--- src/rtl/fft_sram_arbiter.sv ---
// fft_sram_arbiter: shares one external 16-bit SRAM between the header and
// body FFT wrappers. The header path has priority. A streak counter bounds how
// long the body path can be made to wait.
// Ports:
//   clk, reset                  clock, asynchronous active-high reset
//   {hdr,body}_req/we/addr/     single-word request: held with stable fields
//     wdata/be                  until the matching ack
//   {hdr,body}_ack              one-cycle completion pulse
//   {hdr,body}_rdata            read data, held until that requester's next read
//   sram_*                      registered SRAM pins (strobes are active-low)
//   owner                       00 none, 01 header, 10 body
module fft_sram_arbiter #(
   parameter int unsigned ACCESS_CYCLES  = 2,
   parameter int unsigned MAX_HDR_STREAK = 4
) (
   input  logic        clk,
   input  logic        reset,
   input  logic        hdr_req,
   input  logic        hdr_we,
   input  logic [19:0] hdr_addr,
   input  logic [15:0] hdr_wdata,
   input  logic [1:0]  hdr_be,
   output logic        hdr_ack,
   output logic [15:0] hdr_rdata,
   input  logic        body_req,
   input  logic        body_we,
   input  logic [19:0] body_addr,
   input  logic [15:0] body_wdata,
   input  logic [1:0]  body_be,
   output logic        body_ack,
   output logic [15:0] body_rdata,
   output logic [19:0] sram_addr,
   output logic [15:0] sram_dq_out,
   output logic        sram_dq_oe,
   input  logic [15:0] sram_dq_in,
   output logic        sram_ce_n,
   output logic        sram_oe_n,
   output logic        sram_we_n,
   output logic        sram_lb_n,
   output logic        sram_ub_n,
   output logic [1:0]  owner
);

   localparam int unsigned ADDR_W = 20;
   localparam int unsigned DATA_W = 16;
   localparam int unsigned CNT_W  = 4;

   localparam logic [1:0] ST_IDLE   = 2'd0;
   localparam logic [1:0] ST_ACCESS = 2'd1;
   localparam logic [1:0] ST_DONE   = 2'd2;

   localparam logic [1:0] OWN_NONE = 2'b00;
   localparam logic [1:0] OWN_HDR  = 2'b01;
   localparam logic [1:0] OWN_BODY = 2'b10;

   localparam logic [CNT_W-1:0] CNT_LOAD   = CNT_W'(ACCESS_CYCLES - 1);
   localparam logic [CNT_W-1:0] STREAK_MAX = CNT_W'(MAX_HDR_STREAK);

   logic [1:0]        state, state_d;
   logic [CNT_W-1:0]  cnt, cnt_d;
   logic [CNT_W-1:0]  streak, streak_d;
   logic              we_q, we_q_d;
   logic [1:0]        owner_d;
   logic              hdr_ack_d, body_ack_d;
   logic [DATA_W-1:0] hdr_rdata_d, body_rdata_d;
   logic [ADDR_W-1:0] addr_d;
   logic [DATA_W-1:0] dq_out_d;
   logic              dq_oe_d, ce_n_d, oe_n_d, we_n_d, lb_n_d, ub_n_d;

   // Grant selection and the muxed request fields of the winner
   logic              body_win;
   logic              sel_we;
   logic [ADDR_W-1:0] sel_addr;
   logic [DATA_W-1:0] sel_wdata;
   logic [1:0]        sel_be;

   // Next-state and next-output logic; every pin is computed one cycle ahead
   always_comb begin
      state_d      = state;
      cnt_d        = cnt;
      streak_d     = streak;
      we_q_d       = we_q;
      owner_d      = owner;
      hdr_ack_d    = 1'b0;
      body_ack_d   = 1'b0;
      hdr_rdata_d  = hdr_rdata;
      body_rdata_d = body_rdata;
      addr_d       = sram_addr;
      dq_out_d     = sram_dq_out;
      dq_oe_d      = sram_dq_oe;
      ce_n_d       = sram_ce_n;
      oe_n_d       = sram_oe_n;
      we_n_d       = sram_we_n;
      lb_n_d       = sram_lb_n;
      ub_n_d       = sram_ub_n;

      body_win  = body_req && (!hdr_req || (streak == STREAK_MAX));
      sel_we    = body_win ? body_we    : hdr_we;
      sel_addr  = body_win ? body_addr  : hdr_addr;
      sel_wdata = body_win ? body_wdata : hdr_wdata;
      sel_be    = body_win ? body_be    : hdr_be;

      case (state)
         ST_IDLE: begin
            owner_d = OWN_NONE;
            dq_oe_d = 1'b0;
            if (!body_req) streak_d = '0;
            if (hdr_req || body_req) begin
               state_d  = ST_ACCESS;
               cnt_d    = CNT_LOAD;
               we_q_d   = sel_we;
               addr_d   = sel_addr;
               dq_out_d = sel_wdata;
               dq_oe_d  = sel_we;
               ce_n_d   = 1'b0;
               oe_n_d   = sel_we;
               we_n_d   = ~sel_we;
               lb_n_d   = ~sel_be[0];
               ub_n_d   = ~sel_be[1];
               if (body_win) begin
                  owner_d  = OWN_BODY;
                  streak_d = '0;
               end else begin
                  owner_d = OWN_HDR;
                  // Only header grants that leave the body waiting count
                  if (body_req && (streak < STREAK_MAX)) streak_d = streak + CNT_W'(1);
               end
            end
         end
         ST_ACCESS: begin
            if (cnt == '0) begin
               state_d = ST_DONE;
               ce_n_d  = 1'b1;
               oe_n_d  = 1'b1;
               we_n_d  = 1'b1;
               lb_n_d  = 1'b1;
               ub_n_d  = 1'b1;
               if (owner == OWN_BODY) body_ack_d = 1'b1;
               else                   hdr_ack_d  = 1'b1;
               if (!we_q) begin
                  if (owner == OWN_BODY) body_rdata_d = sram_dq_in;
                  else                   hdr_rdata_d  = sram_dq_in;
               end
            end else begin
               cnt_d = cnt - CNT_W'(1);
            end
         end
         ST_DONE: begin
            // DQ drive held through DONE as write hold; released with the turnaround
            state_d = ST_IDLE;
            owner_d = OWN_NONE;
            dq_oe_d = 1'b0;
         end
         default: begin
            state_d = ST_IDLE;
            owner_d = OWN_NONE;
            dq_oe_d = 1'b0;
            ce_n_d  = 1'b1;
            oe_n_d  = 1'b1;
            we_n_d  = 1'b1;
            lb_n_d  = 1'b1;
            ub_n_d  = 1'b1;
         end
      endcase
   end

   // State and output registers
   always_ff @(posedge clk or posedge reset) begin
      if (reset) begin
         state       <= ST_IDLE;
         cnt         <= '0;
         streak      <= '0;
         we_q        <= 1'b0;
         owner       <= OWN_NONE;
         hdr_ack     <= 1'b0;
         body_ack    <= 1'b0;
         hdr_rdata   <= '0;
         body_rdata  <= '0;
         sram_addr   <= '0;
         sram_dq_out <= '0;
         sram_dq_oe  <= 1'b0;
         sram_ce_n   <= 1'b1;
         sram_oe_n   <= 1'b1;
         sram_we_n   <= 1'b1;
         sram_lb_n   <= 1'b1;
         sram_ub_n   <= 1'b1;
      end else begin
         state       <= state_d;
         cnt         <= cnt_d;
         streak      <= streak_d;
         we_q        <= we_q_d;
         owner       <= owner_d;
         hdr_ack     <= hdr_ack_d;
         body_ack    <= body_ack_d;
         hdr_rdata   <= hdr_rdata_d;
         body_rdata  <= body_rdata_d;
         sram_addr   <= addr_d;
         sram_dq_out <= dq_out_d;
         sram_dq_oe  <= dq_oe_d;
         sram_ce_n   <= ce_n_d;
         sram_oe_n   <= oe_n_d;
         sram_we_n   <= we_n_d;
         sram_lb_n   <= lb_n_d;
         sram_ub_n   <= ub_n_d;
      end
   end

endmodule

--- config.mk ---
export PLATFORM = sky130hd
export DESIGN_NAME = fft_sram_arbiter
export DESIGN_NICKNAME = d
export VERILOG_FILES = /design/src/rtl/fft_sram_arbiter.sv
export SDC_FILE = /design/constraint.sdc
export NUM_CORES = 1
export LEC_CHECK = 0
export ABC_CLOCK_PERIOD_IN_PS = 3550
export CAP_MARGIN = 5
export CORE_MARGIN = 2
export CORE_UTILIZATION = 41
export CTS_CLUSTER_DIAMETER = 40
export CTS_CLUSTER_SIZE = 25
export DETAILED_ROUTE_END_ITERATION = 12
export HOLD_SLACK_MARGIN = 0.03
export PLACE_DENSITY_LB_ADDON = 0.12
export SETUP_SLACK_MARGIN = 0.15
export SYNTH_ARGS = -nofsm -noshare
export SYNTH_HDL_FRONTEND = slang
export SYNTH_SLANG_ARGS = --single-unit
--- constraint.sdc ---
create_clock -name clk -period 3.55 [get_ports clk]
set_input_delay 0.5325 -clock clk [delete_from_list [all_inputs] [get_ports clk]]
set_output_delay 0.5325 -clock clk [all_outputs]
set_load 0.01 [all_outputs]
==> run metrics, run 1 <==
Fin Clk Skew=between 0.008 and 0.009 ns; Area growth, synth to finish=54.8%; final setup fails=0; root buffer selected by CTS=sky130_fd_sc_hd__clkbuf_8; share of layout cells above drive strength 1=13.0%; proportion of synthesized chip area in sequential cells=about three fifths; die area=approximately 10000 sq um; highest-count cells in the layout ignoring fill and taps=sky130_fd_sc_hd__clkdlybuf4s50_1 (175), sky130_fd_sc_hd__dfrtp_1 (84), sky130_fd_sc_hd__a21oi_1 (74); crit-path cells=inv_1 > ha_1 > nor3b_2 > nand2_2 > or3_1 > mux2_4; post-detailed-route DRC marker count=0; signal arrival time at the worst endpoint=2.56 ns; post-synth cell types=40; CTS Hold Buffers Added=0; GP Congestion=between 0.7 and 0.8; Synth warnings=0; highest fanout seen on the critical path=16; cts repair resizes=0; total number of cells along the worst setup path=6; DIE HEIGHT=between 100 and 150 um; leakage power=around 2.6 nW; maximum achievable frequency=431 MHz; setup TNS after final layout=0 ns; routed wirelength normalized by instance count=~16 um; Critical Path Start=cnt[0]; worst slew slack as a fraction of its limit=about 36%; count of input and output buffers=between 150 and 200; Worst Path Required=3.79 ns; number of pins with negative max-slew slack in the final report=0; initial core utilization=roughly two fifths; buffers inserted by post-CTS timing repair=0; maximum number of pins on one net before global-route repair=37; number of max-cap violations=0; Worst IR Drop VDD=about 0.32 mV; clock tree buffer depth=2; first-pass GRT wire length=around 16000 um; Cells after Synth=~360; transition time at the pin with the least slew margin=roughly 0.96 ns; count of clock tree sinks=roughly 90; WS Path Type=flip-flop to flip-flop; vias in the first global route=between 3000 and 4000; RSZ-0062 raised after global routing=no; peak per-stage delay on the critical path=0.76 ns; synthesized area=between 3000 and 4000 sq um; Die Width=between 100 and 150 um; r2r startpoint=cnt[0]; sum of overflow across all layers after global routing=0; outcome=finished, final reports clean; via density per instance=5.14; Worst setup SP type=flip-flop; Overall Power=between 4 and 5 mW; depth of the worst register-to-register path=6; initial detailed-routing violation count=97; TritonCTS clock tree=done; capturing instance or port of the critical path=body_rdata[4]; Antenna diodes=0; H-Tree Level Count=3; r2r endpoint=body_rdata[4]; number of primary I/O pins=176; Detail Route Antenna Nets=0; final-stage net count=around 640; CP top delay family=simple AND/OR/NAND/NOR gates; critical path's slowest cell=sky130_fd_sc_hd__or3_1; path class of the lowest-slack min-delay path=flip-flop to flip-flop; most frequent standard cell in the layout excluding fill and tap cells=sky130_fd_sc_hd__clkdlybuf4s50_1; Synth Net Count=~460; crit path capture type=flip-flop; clock transition at the register clock pins on the worst setup and hold paths after CTS=0.09 ns; initial antenna violation count=0; power density relative to cell area=roughly 830 nW/um^2; number of CTS-inserted buffers=9; crit share post-route=around two thirds; drt total wl=10400 um; reg2reg setup slack=between 1 and 1.5 ns; critical path buffer and inverter count=1; area inside the core boundary=9150 sq um; HPWL Detailed=~7600 um; number of synthesized register bits=a little under 90; hold violation count in the final report=0; WHS=~0.46 ns; clock insertion delay at the later pin of the skew report=around 0.35 ns; DR pass1 iterations=4; floorplan row count=35; via count=approximately 3300; aggregate global-route resource usage=approximately a fifth; time the worst path needs with I/O delays and setup=2.32 ns; mean cell area of the mapped netlist=10.6 sq um
-- final cells by class --
type                            count  area (sq um)
Fill cell                         760          3230
Sequential cell                    89          2230
Timing Repair Buffer              182          1820
Multi-Input combinational cell    239          1470
Clock buffer                       12           165
Tap cell                          111           139
Clock inverter                      4          50.0
Inverter                           12          46.3
-- cell families (layout without fill, tap and decap cells) --
group	Yosys count	after routing	share of synthesized area [%]
muxes	36	36	11.5
adders and majority gates	4	4	1.31
DFF	89	89	58.4
and+or+nand+nor	105	105	11.8
buffers and inverters	31	210	3.57
xor gates and xnor gates	1	1	0.229
AOI/OAI and AO/OA	93	93	13.2
-- registers in the layout, summed over array words and instances (netlist names), 2 cells and up --
name and flops:
body_rdata 16, cnt 4, hdr_rdata 16, owner 2
sram_addr 20, sram_dq_out 16, state 2, streak 4
-- stage by stage --
step	utilization, %	cell area [sq um]	instances	worst slack, ns
2_1_floorplan	-	3820	359	0.719
3_3_place_gp	62.3	5700	633	1.09
3_5_place_dp	62.3	5700	633	1.02
4_1_cts	64.7	5920	649	1.21
5_1_grt	64.7	5920	649	1.10
6_report	64.7	5920	649	1.23
-- Yosys cell counts --
master | instances | area share (%)
sky130_fd_sc_hd__nor2_1 | 43 | 4.2
sky130_fd_sc_hd__dfstp_2 | 5 | 3.4
sky130_fd_sc_hd__a222oi_1 | 2 | 0.52
sky130_fd_sc_hd__or3_1 | 1 | 0.16
sky130_fd_sc_hd__ha_1 | 4 | 1.3
sky130_fd_sc_hd__mux2i_1 | 2 | 0.52
sky130_fd_sc_hd__nor2b_1 | 1 | 0.16
sky130_fd_sc_hd__nand2b_1 | 1 | 0.16
sky130_fd_sc_hd__a32oi_1 | 1 | 0.23
sky130_fd_sc_hd__mux2_4 | 10 | 3.9
sky130_fd_sc_hd__a31oi_1 | 1 | 0.16
sky130_fd_sc_hd__o21a_1 | 2 | 0.39
sky130_fd_sc_hd__or3b_2 | 1 | 0.23
sky130_fd_sc_hd__o21ai_0 | 5 | 0.65
sky130_fd_sc_hd__and2_1 | 1 | 0.16
sky130_fd_sc_hd__a21boi_0 | 1 | 0.20
sky130_fd_sc_hd__inv_1 | 12 | 1.2
sky130_fd_sc_hd__nor4_1 | 1 | 0.16
sky130_fd_sc_hd__dfrtp_1 | 84 | 55
sky130_fd_sc_hd__buf_2 | 1 | 0.13
sky130_fd_sc_hd__o22ai_1 | 1 | 0.16
sky130_fd_sc_hd__nor4b_1 | 1 | 0.23
sky130_fd_sc_hd__a21oi_1 | 74 | 9.7
sky130_fd_sc_hd__and3b_1 | 1 | 0.23
sky130_fd_sc_hd__buf_4 | 1 | 0.20
sky130_fd_sc_hd__o21ai_1 | 1 | 0.13
sky130_fd_sc_hd__a21o_1 | 3 | 0.59
sky130_fd_sc_hd__nand2_1 | 46 | 4.5
sky130_fd_sc_hd__xor2_1 | 1 | 0.23
sky130_fd_sc_hd__a22o_1 | 2 | 0.46
sky130_fd_sc_hd__nor3_1 | 2 | 0.26
sky130_fd_sc_hd__nand3_1 | 2 | 0.26
sky130_fd_sc_hd__mux2_2 | 24 | 7.1
sky130_fd_sc_hd__nor3_2 | 1 | 0.26
sky130_fd_sc_hd__clkbuf_1 | 14 | 1.4
sky130_fd_sc_hd__nand2_2 | 1 | 0.16
sky130_fd_sc_hd__nor3b_2 | 1 | 0.33
sky130_fd_sc_hd__buf_6 | 2 | 0.59
sky130_fd_sc_hd__buf_1 | 1 | 0.098
sky130_fd_sc_hd__and2b_2 | 1 | 0.23
-- where the power goes --
part,switching (mW),internal (mW)
logic,1.03,1.34
clock network,0.361,0.382
registers,0.278,1.52
-- metal layers --
| metal | vias to the layer above | track usage [%] | routed length, um |
|---|---|---|---|
| met5 | - | 0 | 0 |
| li1 | 1566 | - | - |
| met4 | 0 | 7.90 | 198 |
| met1 | 1617 | 25.0 | 4260 |
| met3 | 15 | 7.42 | 934 |
| met2 | 139 | 34.5 | 4980 |
-- worst min-delay path by stage --
stage / start / endpoint / slack (ns) / depth (start not counted)
final: sram_ce_n / sram_ce_n / 0.46 / 2
after detailed placement: sram_ce_n / sram_ce_n / 0.45 / 2
after global routing: sram_lb_n / sram_lb_n / 0.49 / 2
after floorplan: sram_ce_n / sram_ce_n / 0.46 / 2
after global placement: sram_ce_n / sram_ce_n / 0.45 / 2
after CTS: sram_ce_n / sram_ce_n / 0.46 / 2
-- worst register-to-register path, cell delays in order, from the launching register on --
cell and delay [ns]:
sky130_fd_sc_hd__dfrtp_1 0.38, sky130_fd_sc_hd__inv_1 0.11, sky130_fd_sc_hd__ha_1 0.18, sky130_fd_sc_hd__nor3b_2 0.22, sky130_fd_sc_hd__nand2_2 0.12, sky130_fd_sc_hd__or3_1 0.76, sky130_fd_sc_hd__mux2_4 0.46
(Power assumes the default switching activity.)
==> run 2: changes to the inputs <==
ABC_CLOCK_PERIOD_IN_PS = 2350   (was 3550)
clock period = 2.35 ns   (was 3.55 ns; I/O delays follow)
==> run metrics, run 2 (synthesis gave the netlist of run 1 again) <==
outcome=finished, final reports clean; routed wirelength normalized by instance count=15.9 um (-0.45%); Worst Setup Slack, final=0.305 ns (-0.927 ns); HPWL Detailed=7770 um (+1.8%); crit-path cells=inv_1 > ha_1 > nor3b_2 > nand2_2 > or3_1 > buf_4 > mux2_4; Antenna diodes=0 (unchanged); power density relative to cell area=1260 nW/um^2 (+52%); final design utilization=65.6% (+0.93 points); crit path capture type=flip-flop; WS Path Type=flip-flop to flip-flop; initial detailed-routing violation count=71 (-27%); setup slack at placement=0.325 ns (-0.692 ns); final setup fails=0 (unchanged); root buffer selected by CTS=sky130_fd_sc_hd__clkbuf_8; critical path's slowest cell=sky130_fd_sc_hd__dfrtp_1; signal arrival time at the worst endpoint=2.28 ns (-0.28 ns); vias in the first global route=3497 (+2.7%); drt total wl=10400 um (+0.47%); M3 GR Usage=7.63% (+0.21 points); DR pass1 iterations=4 (unchanged); initial core utilization=41.8% (unchanged); met1 Use GR=25.2% (+0.20 points); DIE HEIGHT=101 um (unchanged); number of primary I/O pins=176 (unchanged); aggregate global-route resource usage=21.1% (+0.32 points); Worst IR Drop VDD=0.485 mV (+53%); Die Width=101 um (unchanged); number of flip-flops in the largest register=20 (unchanged); storage element area=2230 sq um (unchanged); leakage power=2.64 nW (+1.6%); number of CTS-inserted buffers=9 (unchanged); maximum number of pins on one net before global-route repair=34 (-8.1%); count of input and output buffers=175 (unchanged); Detail Route Antenna Nets=0 (unchanged); hold violation count in the final report=0 (unchanged); count of clock tree sinks=89 (unchanged); most frequent standard cell in the layout excluding fill and tap cells=sky130_fd_sc_hd__clkdlybuf4s50_1; sum of overflow across all layers after global routing=0 (unchanged); buffers inserted by post-CTS timing repair=0 (unchanged); first-pass GRT wire length=16700 um (+1.5%); time the worst path needs with I/O delays and setup=2.05 ns (-0.273 ns); initial antenna violation count=0 (unchanged); die area=10100 sq um (unchanged); clock tree buffer depth=2 (unchanged); TritonCTS clock tree=done; via density per instance=5.06 (-1.6%); clock insertion delay at the later pin of the skew report=0.35 ns (about the same); post-detailed-route DRC marker count=0 (unchanged); total area of multi-input combinational cells=1470 sq um (unchanged); Area growth, synth to finish=57.1%; via count=3315 (-0.66%); GP Congestion=0.830 (+7.9%); clock transition at the register clock pins on the worst setup and hold paths after CTS=0.09 ns (about the same); Worst setup SP type=flip-flop; RSZ-0062 raised after global routing=no; CTS Hold Buffers Added=0 (unchanged); met2 usage=35.3% (+0.77 points); Biggest register=sram_addr; setup TNS after final layout=0 ns (unchanged); share of layout cells above drive strength 1=14.0% (+0.96 points); reg2reg setup slack=0.30 ns (-0.93 ns); final-stage net count=641 (+0.94%); worst slew slack as a fraction of its limit=54.5% (+18 points); H-Tree Level Count=3 (unchanged); Fin Clk Skew=0.0113 ns (+0.00295 ns); peak per-stage delay on the critical path=0.38 ns (-0.38 ns); maximum achievable frequency=489 MHz (+13%); number of pins with negative max-slew slack in the final report=0 (unchanged); Worst Path Required=2.59 ns (-1.20 ns); transition time at the pin with the least slew margin=0.681 ns (-0.275 ns); cts repair resizes=0 (unchanged); area inside the core boundary=9150 sq um (unchanged); Most Used Layer, Global Route=met2; highest-count cells in the layout ignoring fill and taps=sky130_fd_sc_hd__clkdlybuf4s50_1 (175), sky130_fd_sc_hd__dfrtp_1 (84), sky130_fd_sc_hd__a21oi_1 (74); floorplan row count=35 (unchanged); path class of the lowest-slack min-delay path=input port to async pin; number of max-cap violations=0 (unchanged); crit share post-route=87.0% (+22 points); highest fanout seen on the critical path=16 (unchanged); number of fill cells in the layout=738 (-2.9%)
-- run 2: cell types whose count changed in the layout (fill, tap and decap cells not counted), sizes merged --
cell | before | now
inv | 11 | 12
bufinv | 1 | 2
clkbuf | 12 | 10
buf | 7 | 13
-- run 2: power by group --
part / internal [mW] / leakage (nW) / switching [mW] / total, mW
logic: 2.06 / 1.49 / 1.58 / 3.64
registers: 2.30 / 1.04 / 0.423 / 2.72
clock network: 0.632 / 0.113 / 0.556 / 1.19
-- run 2: worst paths after layout --
path,to,cells after the start,from
max,body_rdata[7],7,cnt[0]
min,hdr_rdata[3],2,reset
max reg2reg,body_rdata[7],7,cnt[0]
min reg2reg,sram_ce_n,2,sram_ce_n
max in group asynchronous,sram_ce_n,3,reset
min in group clk,sram_ce_n,2,sram_ce_n
-- run 2: layout make-up --
class,count,share of cell area (%)
Clock buffer,10,2.29
Clock inverter,6,1.50
Inverter,12,0.813
Multi-Input combinational cell,239,24.4
Sequential cell,89,37.2
Tap cell,111,2.31
Timing Repair Buffer,188,31.4
-- run 2: stage by stage --
| stage | instances | power (mW) | hold slack (ns) | cell area, sq um |
|---|---|---|---|---|
| 2_1_floorplan | 359 | 4.42 | 0.430 | 3830 |
| 3_3_place_gp | 639 | 6.30 | 0.447 | 5780 |
| 3_5_place_dp | 639 | 6.42 | 0.449 | 5780 |
| 4_1_cts | 655 | 7.63 | 0.456 | 6000 |
| 5_1_grt | 655 | 8.05 | 0.487 | 6000 |
| 6_report | 655 | 7.55 | 0.447 | 6000 |
-- run 2: layer usage --
metal	routed length, um	up-vias
met5	0	-
li1	-	1582
met3	922	15
met4	220	0
met1	4270	1603
met2	5010	115
-- run 2: critical path, delay by kind of cell, from the launching register on --
kind | cells | cell delay, ns
and+or+nand+nor | 3 | 0.70
muxes | 1 | 0.32
DFF | 1 | 0.38
adders and majority gates | 1 | 0.18
buffers and inverters | 2 | 0.34
